$ cat src/rtl/nib_deser.sv
// Serial-to-nibble deserializer with a small output FIFO feeding the qd classifier.
// Define NIB_DESER_PARITY_EN for 5-bit frames (4 data + even parity) and a perr pulse.
module nib_deser #(
  parameter int MSB_FIRST  = 1,
  parameter int FIFO_DEPTH = 2
) (
  input  logic       clk,
  input  logic       rst_n,
  input  logic       sin,
  input  logic       sin_vld,
  input  logic       sof,
  output logic [3:0] nib,
  output logic       nib_vld,
  input  logic       out_rdy,
  output logic       ovf,
  input  logic       ovf_clr,
  output logic       frm_err
`ifdef NIB_DESER_PARITY_EN
  ,
  output logic       perr
`endif
);

  localparam int AW = $clog2(FIFO_DEPTH);
  localparam logic [AW:0] DEPTH_CNT = (AW + 1)'(FIFO_DEPTH);

  // Bit count at which the incoming strobe is the final bit of a frame.
`ifdef NIB_DESER_PARITY_EN
  localparam logic [2:0] LAST = 3'd4;
`else
  localparam logic [2:0] LAST = 3'd3;
`endif

  typedef enum logic {HUNT, SHIFT} state_t;

  state_t     state_q, state_d;
  logic [2:0] cnt_q, cnt_d;
  logic [3:0] sreg_q, sreg_d;
  logic       push;
  logic [3:0] push_data;
  logic       frm_err_d;
`ifdef NIB_DESER_PARITY_EN
  logic       perr_d;
`endif

  logic [3:0]    mem [FIFO_DEPTH];
  logic [AW-1:0] wr_ptr_q, rd_ptr_q;
  logic [AW:0]   fcnt_q;
  logic          full, pop, wr_en, ovf_set;

  function automatic logic [3:0] shift_in(input logic [3:0] cur, input logic b);
    if (MSB_FIRST != 0) return {cur[2:0], b};
    else                return {b, cur[3:1]};
  endfunction

  always_ff @(posedge clk or negedge rst_n) begin
    if (!rst_n) begin
      state_q <= HUNT;
      cnt_q   <= '0;
      sreg_q  <= '0;
      frm_err <= 1'b0;
`ifdef NIB_DESER_PARITY_EN
      perr    <= 1'b0;
`endif
    end else begin
      state_q <= state_d;
      cnt_q   <= cnt_d;
      sreg_q  <= sreg_d;
      frm_err <= frm_err_d;
`ifdef NIB_DESER_PARITY_EN
      perr    <= perr_d;
`endif
    end
  end

  // NOTE: every signal written here gets a default first so no latch is inferred.
  always_comb begin
    state_d   = state_q;
    cnt_d     = cnt_q;
    sreg_d    = sreg_q;
    push      = 1'b0;
    push_data = sreg_q;
    frm_err_d = 1'b0;
`ifdef NIB_DESER_PARITY_EN
    perr_d    = 1'b0;
`endif
    if (sin_vld) begin
      if (sof) begin
        // A sof always opens a new frame; only a half-built frame is an error.
        frm_err_d = (state_q == SHIFT);
        state_d   = SHIFT;
        cnt_d     = 3'd1;
        sreg_d    = shift_in(4'h0, sin);
      end else if (state_q == SHIFT) begin
        if (cnt_q == LAST) begin
          state_d = HUNT;
          cnt_d   = '0;
`ifdef NIB_DESER_PARITY_EN
          push      = ((^sreg_q) == sin);
          perr_d    = ((^sreg_q) != sin);
          push_data = sreg_q;
`else
          sreg_d    = shift_in(sreg_q, sin);
          push      = 1'b1;
          push_data = shift_in(sreg_q, sin);
`endif
        end else begin
          cnt_d  = cnt_q + 3'd1;
          sreg_d = shift_in(sreg_q, sin);
        end
      end
    end
  end

  assign nib_vld = (fcnt_q != '0);
  assign nib     = mem[rd_ptr_q];
  assign full    = (fcnt_q == DEPTH_CNT);
  assign pop     = nib_vld & out_rdy;
  // A same-cycle pop frees the slot, so a full FIFO still accepts the push.
  assign wr_en   = push & (~full | pop);
  assign ovf_set = push & full & ~pop;

  // NOTE: the storage is reset too, so nib reads 4'h0 and no stale data survives reset.
  always_ff @(posedge clk or negedge rst_n) begin
    if (!rst_n) begin
      for (int i = 0; i < FIFO_DEPTH; i++) mem[i] <= '0;
      wr_ptr_q <= '0;
      rd_ptr_q <= '0;
      fcnt_q   <= '0;
      ovf      <= 1'b0;
    end else begin
      if (wr_en) begin
        mem[wr_ptr_q] <= push_data;
        wr_ptr_q      <= wr_ptr_q + 1'b1;
      end
      if (pop) rd_ptr_q <= rd_ptr_q + 1'b1;
      if (wr_en && !pop)      fcnt_q <= fcnt_q + 1'b1;
      else if (!wr_en && pop) fcnt_q <= fcnt_q - 1'b1;
      if (ovf_set)      ovf <= 1'b1;
      else if (ovf_clr) ovf <= 1'b0;
    end
  end

endmodule

$ cat config.mk
export PLATFORM = sky130hd
export DESIGN_NAME = nib_deser
export DESIGN_NICKNAME = d
export VERILOG_FILES = /design/src/rtl/nib_deser.sv
export SDC_FILE = /design/constraint.sdc
export NUM_CORES = 1
export LEC_CHECK = 0
export CORE_AREA = 2 2 61 63
export DETAILED_ROUTE_END_ITERATION = 8
export DIE_AREA = 0 0 63 65
export MAX_ROUTING_LAYER = met4
export PLACE_DENSITY = 0.5
export SLEW_MARGIN = 20
export SYNTH_ARGS = -nofsm -noshare
export SYNTH_HDL_FRONTEND = slang
export SYNTH_SLANG_ARGS = --single-unit
$ cat constraint.sdc
create_clock -name clk -period 2.25 [get_ports clk]
set_input_delay 0.3375 -clock clk [delete_from_list [all_inputs] [get_ports clk]]
set_output_delay 0.3375 -clock clk [all_outputs]
set_load 0.03 [all_outputs]
## Word level (Yosys, flattened, before mapping)

Index checks and enable logic that the tools add are counted.

- Bits in registers: 22
- Bits of input ports: 7
- Output and inout bits: 7
- Word-level logic and storage cells: 67

- $add $sub $neg: 5
- $lt $le $gt $ge: 3
- Equality and inequality tests: 2
- Mux-type cells: 28
- Bitwise operators: 9
- Reduce and logical (&&, ||, !) cells: 10

Operators by type and width:

| kind | count |
|---|---|
| $mux W4 | 10 |
| $mux W1 | 11 |
| $mux W3 | 3 |
| $bwmux W8 | 1 |
| $reduce_bool A2 Y1 | 4 |
| $and A1 B1 Y1 | 4 |
| $demux W4 S1 | 1 |
| $ge A2 B2 Y1 const B | 2 |
| $mux W2 | 2 |
| $not A1 Y2 | 2 |
| $add A3 B1 Y3 const B | 1 |
| $eq A3 B2 Y1 const B | 1 |
| $logic_and A1 B1 Y1 | 3 |
| $add A1 B1 Y1 const B | 2 |
| $add A2 B1 Y2 const B | 1 |
| $eq A2 B2 Y1 const B | 1 |
| $logic_not A1 Y1 | 2 |
| $lt A2 B1 Y1 const B | 1 |
| $not A1 Y1 | 2 |
| $reduce_and A2 Y1 | 1 |
| $sub A2 B1 Y2 const B | 1 |
| $or A1 B1 Y1 | 1 |

## Logic depth before layout (Yosys ltp)

Gate-level depths: netlist of the first run.

- Depth in word-level cells: 10
- Depth in mapped cells: 7
- Mapped depth without buffers: 7

## Worst setup path before layout of the first run

Ideal clock, no wire load.

- Path kind: register to register
- From: register cnt_q[0]
- To: register fcnt_q[1]
- Library setup time: 0.125 ns
- Arrival time: 1.532 ns
- Data required time: 2.125 ns
- Setup slack: 0.593 ns
- Stages on the path, launching flop included: 8
- Path buffers: 0
- Period minus slack after synthesis: 1.657 ns
- Path through: dfrtp_1 -> ha_1 -> nand2b_4 -> nor4_1 -> ha_1 -> xor2_1 -> nor2_1 -> xor2_1

- Word-level cells in the longest chain between the ends: 9
- Elaborated cells on any way between the ends: 11
- Those cells by class: eq/ne (1); mux (5); bitwise (1); reduce/logical (4)

RTL lines:

| what | line | source |
|---|---|---|
| start: declaration | 37 | `logic [2:0] cnt_q, cnt_d;` |
| start signal: assignment | 67 | `cnt_q <= cnt_d;` |
| $eq A3 B2 Y1 (*) | 95 | `if (cnt_q == LAST) begin` |
| $mux W1 (*) | 95 |  |
| $mux W1 (*) | 94 | `end else if (state_q == SHIFT) begin` |
| $mux W1 (*) | 88 | `if (sof) begin` |
| $mux W1 (*) | 87 | `if (sin_vld) begin` |
| $and A1 B1 Y1 (*) | 120 | `assign wr_en = push & (~full \| pop);` |
| $logic_not A1 Y1 | 138 | `else if (!wr_en && pop) fcnt_q <= fcnt_q - 1'b1;` |
| $logic_and A1 B1 Y1 | 138 |  |
| $reduce_bool A2 Y1 (no source line) | n/a |  |
| end signal: assignment | 137 | `if (wr_en && !pop) fcnt_q <= fcnt_q + 1'b1;` |
| end signal: assignment | 138 |  |
| end: declaration | 48 | `logic [AW:0] fcnt_q;` |

Every way passes the cells marked *; elsewhere a longest branch is shown, timed or not.
A chain may end at the register's enable or synchronous reset.

## Worst setup path after layout of the first run

- From: register rd_ptr_q
- To: output port nib[3]

- Word-level cells in the longest chain between the ends: 4

RTL lines:

| what | line | source |
|---|---|---|
| start: declaration | 47 | `logic [AW-1:0] wr_ptr_q, rd_ptr_q;` |
| start signal: assignment | 136 | `if (pop) rd_ptr_q <= rd_ptr_q + 1'b1;` |
| $not A1 Y2 (not written as such) | 116 | `assign nib = mem[rd_ptr_q];` |
| $mux W4 (not written as such) (3 in series) | 116 |  |
| end: declaration | 12 | `output logic [3:0] nib,` |

Every way passes these cells. The select of a mux whose other input is x is not followed.

==> results of run 1 <==
==> cells by family (layout without fill, tap and decap cells) <==
group | Yosys count | in the layout
adders and majority gates | 2 | 2
DFF | 21 | 21
AOI/OAI and AO/OA | 12 | 12
and+or+nand+nor | 16 | 16
muxes | 13 | 13
xor gates and xnor gates | 5 | 5
buffers and inverters | 7 | 25
==> flip-flops by register name (all words and copies together), names as in the netlist <==
name      cells
mem           8
cnt_q         3
sreg_q        3
fcnt_q        2
frm_err       1
ovf           1
rd_ptr_q      1
state_q       1
wr_ptr_q      1
==> through the flow <==
stage	power, uW	hold WS, ns	setup slack (ns)	instance area [um^2]
global route	1460	0.378	0.0496	1220
CTS	1380	0.368	0.126	1220
finish	1360	0.365	0.176	1220
floorplan	1010	0.0419	0.593	991
detailed placement	1190	0.476	0.170	1190
global placement	1180	0.466	0.224	1190
==> power groups by stage <==
stage                     Clock, uW  Combinational (uW)  Sequential, uW
after floorplan                   0                 415             598
final                           182                 551             625
after global placement            0                 547             630
after global routing            210                 598             652
after CTS                       192                 560             629
after detailed placement          0                 555             638
==> routing by layer <==
| metal | GRT usage | vias up | routed length [um] |
|---|---|---|---|
| met1 | 0.125 | 311 | 880 |
| met4 | 0.0250 | 0 | 10 |
| met2 | 0.160 | 11 | 784 |
| met3 | 0.0365 | 2 | 63 |
| li1 | - | 308 | - |
| met5 | - | - | 0 |
==> worst max-delay path by stage <==
| stage | from | to | slack, ns | depth (start not counted) |
|---|---|---|---|---|
| 2_1_floorplan | cnt_q[0] | fcnt_q[1] | 0.59 | 7 |
| 3_3_place_gp | sin_vld | fcnt_q[1] | 0.22 | 7 |
| 3_5_place_dp | sin_vld | fcnt_q[1] | 0.17 | 6 |
| 4_1_cts | rd_ptr_q | nib[3] | 0.13 | 2 |
| 5_1_grt | rd_ptr_q | nib[1] | 0.05 | 2 |
| 6_report | rd_ptr_q | nib[3] | 0.18 | 2 |
==> placed cells by master (no fill, tap or decap), types with 2 or more instances in the layout <==
cell type	netlist	final
nand2_1	3	3
nand3_1	3	3
o21a_1	2	2
buf_4	0	4
o22ai_1	2	2
mux2_2	13	13
inv_1	4	4
ha_1	2	2
a22o_2	2	2
clkdlybuf4s50_1	0	13
o21ai_0	2	2
dfrtp_1	21	21
xor2_1	3	3
xnor2_1	2	2
clkbuf_4	0	3
==> layout make-up <==
| cell class | instances | area [um^2] | share of cell area |
|---|---|---|---|
| clock buffers | 4 | 26.3 | 0.0216 |
| well taps | 48 | 60.1 | 0.0493 |
| inverters | 4 | 15.0 | 0.0123 |
| flip-flops and latches | 21 | 526 | 0.431 |
| multi-input cells | 48 | 432 | 0.354 |
| repair buffers | 17 | 160 | 0.131 |
==> run metrics, run 1 <==
outcome finished, final reports clean; clock sinks 21; Post-DP HPWL 1280 um; Hold Fails Final Rpt 0; Initial Utilization 0.283; Total GRT Usage 0.101; post-synthesis register bit count 21; Synth Instances 76; clock buffer depth 2; sw frac 0.357; worst slew pin tran 0.374 ns; dpl cells 138; Max VDD drop 0.000470 V; total power divided by cell area 1110 mW/mm^2; Skew-Pair Late Insertion Delay roughly 0.3 ns; total core area approximately 0.0035 mm^2; Synth warnings 0; Post-Syn Nets 85; Die Wd 63 um; # fillers approximately 380; worst-path fanout max 5; R2R Path End fcnt_q[1]; critical path capture point type output pin; f_max between 400 and 500 MHz; count of final max-slew check failures 0; grt total ovfl 0; cells along the critical path mux2_2 -> clkdlybuf4s50_1; R2R Setup Slk 0.48 ns; syn_area_per_cell approximately 13 um^2; top-count cell post-synth dfrtp_1; routed wire length 1740 um; Layout Nets around 100; postcts setup bufs 0; Finished Layout Cells around 140; clock-pin slew on the worst setup and hold paths between 0.1 and 0.15 ns; wire length per cell 12.2 um; Starting DRT DRC Count 6; Combinational Power Share 0.406; Arr. time, crit path roughly 1.7 ns; Slew headroom 0.748; drt via density approximately 4.5; final design utilization 0.349; largest area contributor in the netlist dfrtp_1; Vias approximately 630; max incr delay on CP 0.59 ns; initial antenna violation count 0; Post-Synth XOR/XNOR Area 0.0442; # IOs 14; worst r2r src state_q; Crit path max-delay family buffers and inverters; die footprint approximately 0.004 mm^2; Switch Pwr between 400 and 500 uW; fin crit period just over 2 ns; Final TNS setup 0 ns; Cell Area, Synth just under 0.001 mm^2; largest net degree at the start of global routing 22; input/output buffers 13; vias in the first global route between 600 and 700; largest cells by area after synthesis dfrtp_1, mux2_2, xor2_1; Internal Power roughly 870 uW; adder-cell share of the synthesized area 0.0253; Hold Crit Class input port to asynchronous set/reset pin; Max Cap Violations 0; total CTS buffers 3; Seq pwr share 0.460; Routed Antenna Nets 0; crit share post-route 0.922; startpoint types flop; share of the synthesized area in the top cell type 0.530; WP buf/inv 1; CTS Root Cell clkbuf_4; setup violators final 0; multiplexer area fraction after synthesis 0.148; PostCTS Resize Cnt 0; Crit Path Class flop to output pin; Post-synth ARST share 1.00; RSZ-0062 raised after global routing no; row cnt 22; top_reg_cell synth dfrtp_1; r2r worst-path depth 5; Seq/Total Area, Yosys 0.530; CTS Hold Bufs 0; Compound-Gate Fraction of Synth Area 0.0922; number of diodes 0; CP max-delay cell clkdlybuf4s50_1; die span in y 65 um; Leakage Power 0.000538 uW; DRC viols 0; TritonCTS clock tree done; first-pass GRT wire length just over 3000 um; Worst Path Required ~1.9 ns; layout cell share with drive strength beyond 1 0.319; Synth Area in Simple Gates 0.126; drt first pass iters 4; Area Overhead vs Synth 23.0%; GPL Wtd Cong slightly above 0.7; CTS H-tree lvls 1; Post-synth top cells dfrtp_1, mux2_2, inv_1; Post-synth EDFFs 0; Clock Skew just over 0.009 ns; main combinational cell family by area after synthesis multiplexers; Yosys cell types 28; clock network power share 0.134
Note: power is estimated with default switching activity, not from simulation.
==> inputs of run 2 (changes only) <==
--- a/config.mk
+++ b/config.mk
@@ -5,11 +5,12 @@
 export SDC_FILE = /design/constraint.sdc
 export NUM_CORES = 1
 export LEC_CHECK = 0
-export CORE_AREA = 2 2 61 63
+export CORE_AREA = 2 2 53 55
 export DETAILED_ROUTE_END_ITERATION = 8
-export DIE_AREA = 0 0 63 65
+export DIE_AREA = 0 0 55 57
+export DONT_BUFFER_PORTS = 1
 export MAX_ROUTING_LAYER = met4
-export PLACE_DENSITY = 0.5
+export PLACE_DENSITY = 0.55
 export SLEW_MARGIN = 20
 export SYNTH_ARGS = -nofsm -noshare
 export SYNTH_HDL_FRONTEND = slang
==> run metrics, run 2 (synthesis gave the netlist of run 1 again) <==
largest net degree at the start of global routing 22 (unchanged); top flop regs mem: 8 flops, cnt_q: 3 flops, sreg_q: 3 flops; layout cell share with drive strength beyond 1 0.346 (+0.0270); Worst Path Required 2.44 ns (+0.53 ns); worst hold endpoint cnt_q[1]; row cnt 19 (-14%); # IOs 14 (unchanged); Routed Antenna Nets 0 (unchanged); worst slew pin tran 0.955 ns (+0.581 ns); f_max 556 MHz (+15%); Die Wd 55 um (-13%); Slew headroom 0.361 (-0.387); GPL Wtd Cong 0.699 (-3.1%); r2r worst-path depth 7 (+2); drt via density 5.18 (+16%); Area Overhead vs Synth 5.81%; RSZ-0062 raised after global routing no; fin crit period 1.80 ns (-0.275 ns); initial antenna violation count 0 (unchanged); first-pass GRT wire length 2640 um (-14%); clock buffer depth 2 (unchanged); R2R Path End fcnt_q[1]; Multi-input gate area 432 um^2 (unchanged); Max VDD drop 0.000401 V (-15%); # fillers 253 (-33%); grt total ovfl 0 (unchanged); Hold Crit Class input port to flop; DRC viols 0 (unchanged); Crit Path Class flop to flop; Leakage Power 0.000477 uW (-11%); critical path capture point type flop; worst r2r src cnt_q[0]; wire length per cell 14.7 um (+20%); die span in y 57 um (-12%); Clock Skew 0.00478 ns (-0.00439 ns); TritonCTS clock tree done; Final TNS setup 0 ns (unchanged); hold path start sof; number of diodes 0 (unchanged); most frequent cells in the layout dfrtp_1, mux2_2, inv_1; total power divided by cell area 1190 mW/mm^2 (+6.9%); Initial Utilization 0.379 (+0.0955); Arr. time, crit path 1.99 ns (+0.25 ns); Vias 565 (-11%); clock-pin slew on the worst setup and hold paths 0.12 ns (about the same); Seq. cell area 526 um^2 (unchanged); routed wire length 1600 um (-7.9%); final design utilization 0.401 (+0.0524); postcts setup bufs 0 (unchanged); vias in the first global route 586 (-9.7%); Layout Nets 88 (-15%); Hold Fails Final Rpt 0 (unchanged); die footprint 0.00314 mm^2 (-23%); Max Cap Violations 0 (unchanged); count of final max-slew check failures 0 (unchanged); max reg flops 8 (unchanged); Post-DP HPWL 1160 um (-9.7%); Total GRT Usage 0.120 (+0.0185); Reg with most FFs mem; CTS Root Cell clkbuf_4; hold depth 1; R2R Setup Slk 0.45 ns (-0.03 ns); Starting DRT DRC Count 4 (-2); commonest non-fill, non-tap cell in the layout dfrtp_1; clock sinks 21 (unchanged); outcome finished, final reports clean; startpoint types flop; crit share post-route 0.800 (-0.122); total CTS buffers 3 (unchanged); worst-path fanout max 3 (-2); Skew-Pair Late Insertion Delay 0.30 ns (about the same); CTS H-tree lvls 1 (unchanged); total core area 0.00262 mm^2 (-25%); setup violators final 0 (unchanged); drt first pass iters 2 (-2); input/output buffers 0 (-13)
## run 2: cell types whose count changed in the layout (fill, tap and decap cells not counted)
| cell | delta |
|---|---|
| clkdlybuf4s50_1 | -13 |
| buf_4 | -4 |
| clkbuf_1 | -1 |
| clkinv_2 | +1 |
| dlygate4sd3_1 | +1 |
## run 2: final cells by class
| cell class | instances | area share |
|---|---|---|
| multi-input combinational | 48 | 0.412 |
| clock buffer | 3 | 0.0215 |
| timing repair buffer | 1 | 0.00955 |
| inverter | 4 | 0.0143 |
| sequential | 21 | 0.501 |
| clock inverter | 1 | 0.00477 |
| tap | 31 | 0.0370 |
## run 2: through the flow
step	area, um^2	total power [uW]	std cells	setup WS (ns)	hold slack [ns]
2_1_floorplan	991	1010	76	0.593	0.0419
3_3_place_gp	1010	1060	104	0.456	0.0424
3_5_place_dp	1010	1080	104	0.459	0.0424
4_1_cts	1050	1270	109	0.443	0.102
5_1_grt	1050	1340	109	0.317	0.0829
6_report	1050	1250	109	0.450	0.113
## run 2: power breakdown
group	internal (uW)	total (uW)	switching (uW)
logic	210	437	227
registers	506	631	125
clock network	66.1	181	115
## run 2: repair_timing
item / in CTS / in global routing
resized for setup: 0 / 0
hold endpoints to repair: 21 / 0
hold buffers: 1 / 0
## run 2: routing by layer
metal	routed length, um	track usage	share of wire	up-vias
met2	756	0.189	0.47	6
met3	53	0.0314	0.033	2
met1	777	0.147	0.49	281
li1	-	-	-	276
met4	13	0.0418	0.0081	0
met5	0	-	0	-
## run 2: worst max path at each step
stage / cells after the start / endpoint / start / slack [ns]
4_1_cts: 6 / fcnt_q[1] / cnt_q[0] / 0.44
5_1_grt: 6 / fcnt_q[1] / cnt_q[0] / 0.32
2_1_floorplan: 7 / fcnt_q[1] / cnt_q[0] / 0.59
3_5_place_dp: 7 / fcnt_q[1] / cnt_q[0] / 0.46
3_3_place_gp: 7 / fcnt_q[1] / cnt_q[0] / 0.46
6_report: 7 / fcnt_q[1] / cnt_q[0] / 0.45
## run 2: worst max-delay path, stage by stage, from the launching register on
cell	delay, ns
dfrtp_1	0.40
ha_1	0.25
nand2b_4	0.09
nor4_1	0.37
ha_1	0.24
xor2_1	0.15
nor2_1	0.06
xor2_1	0.13
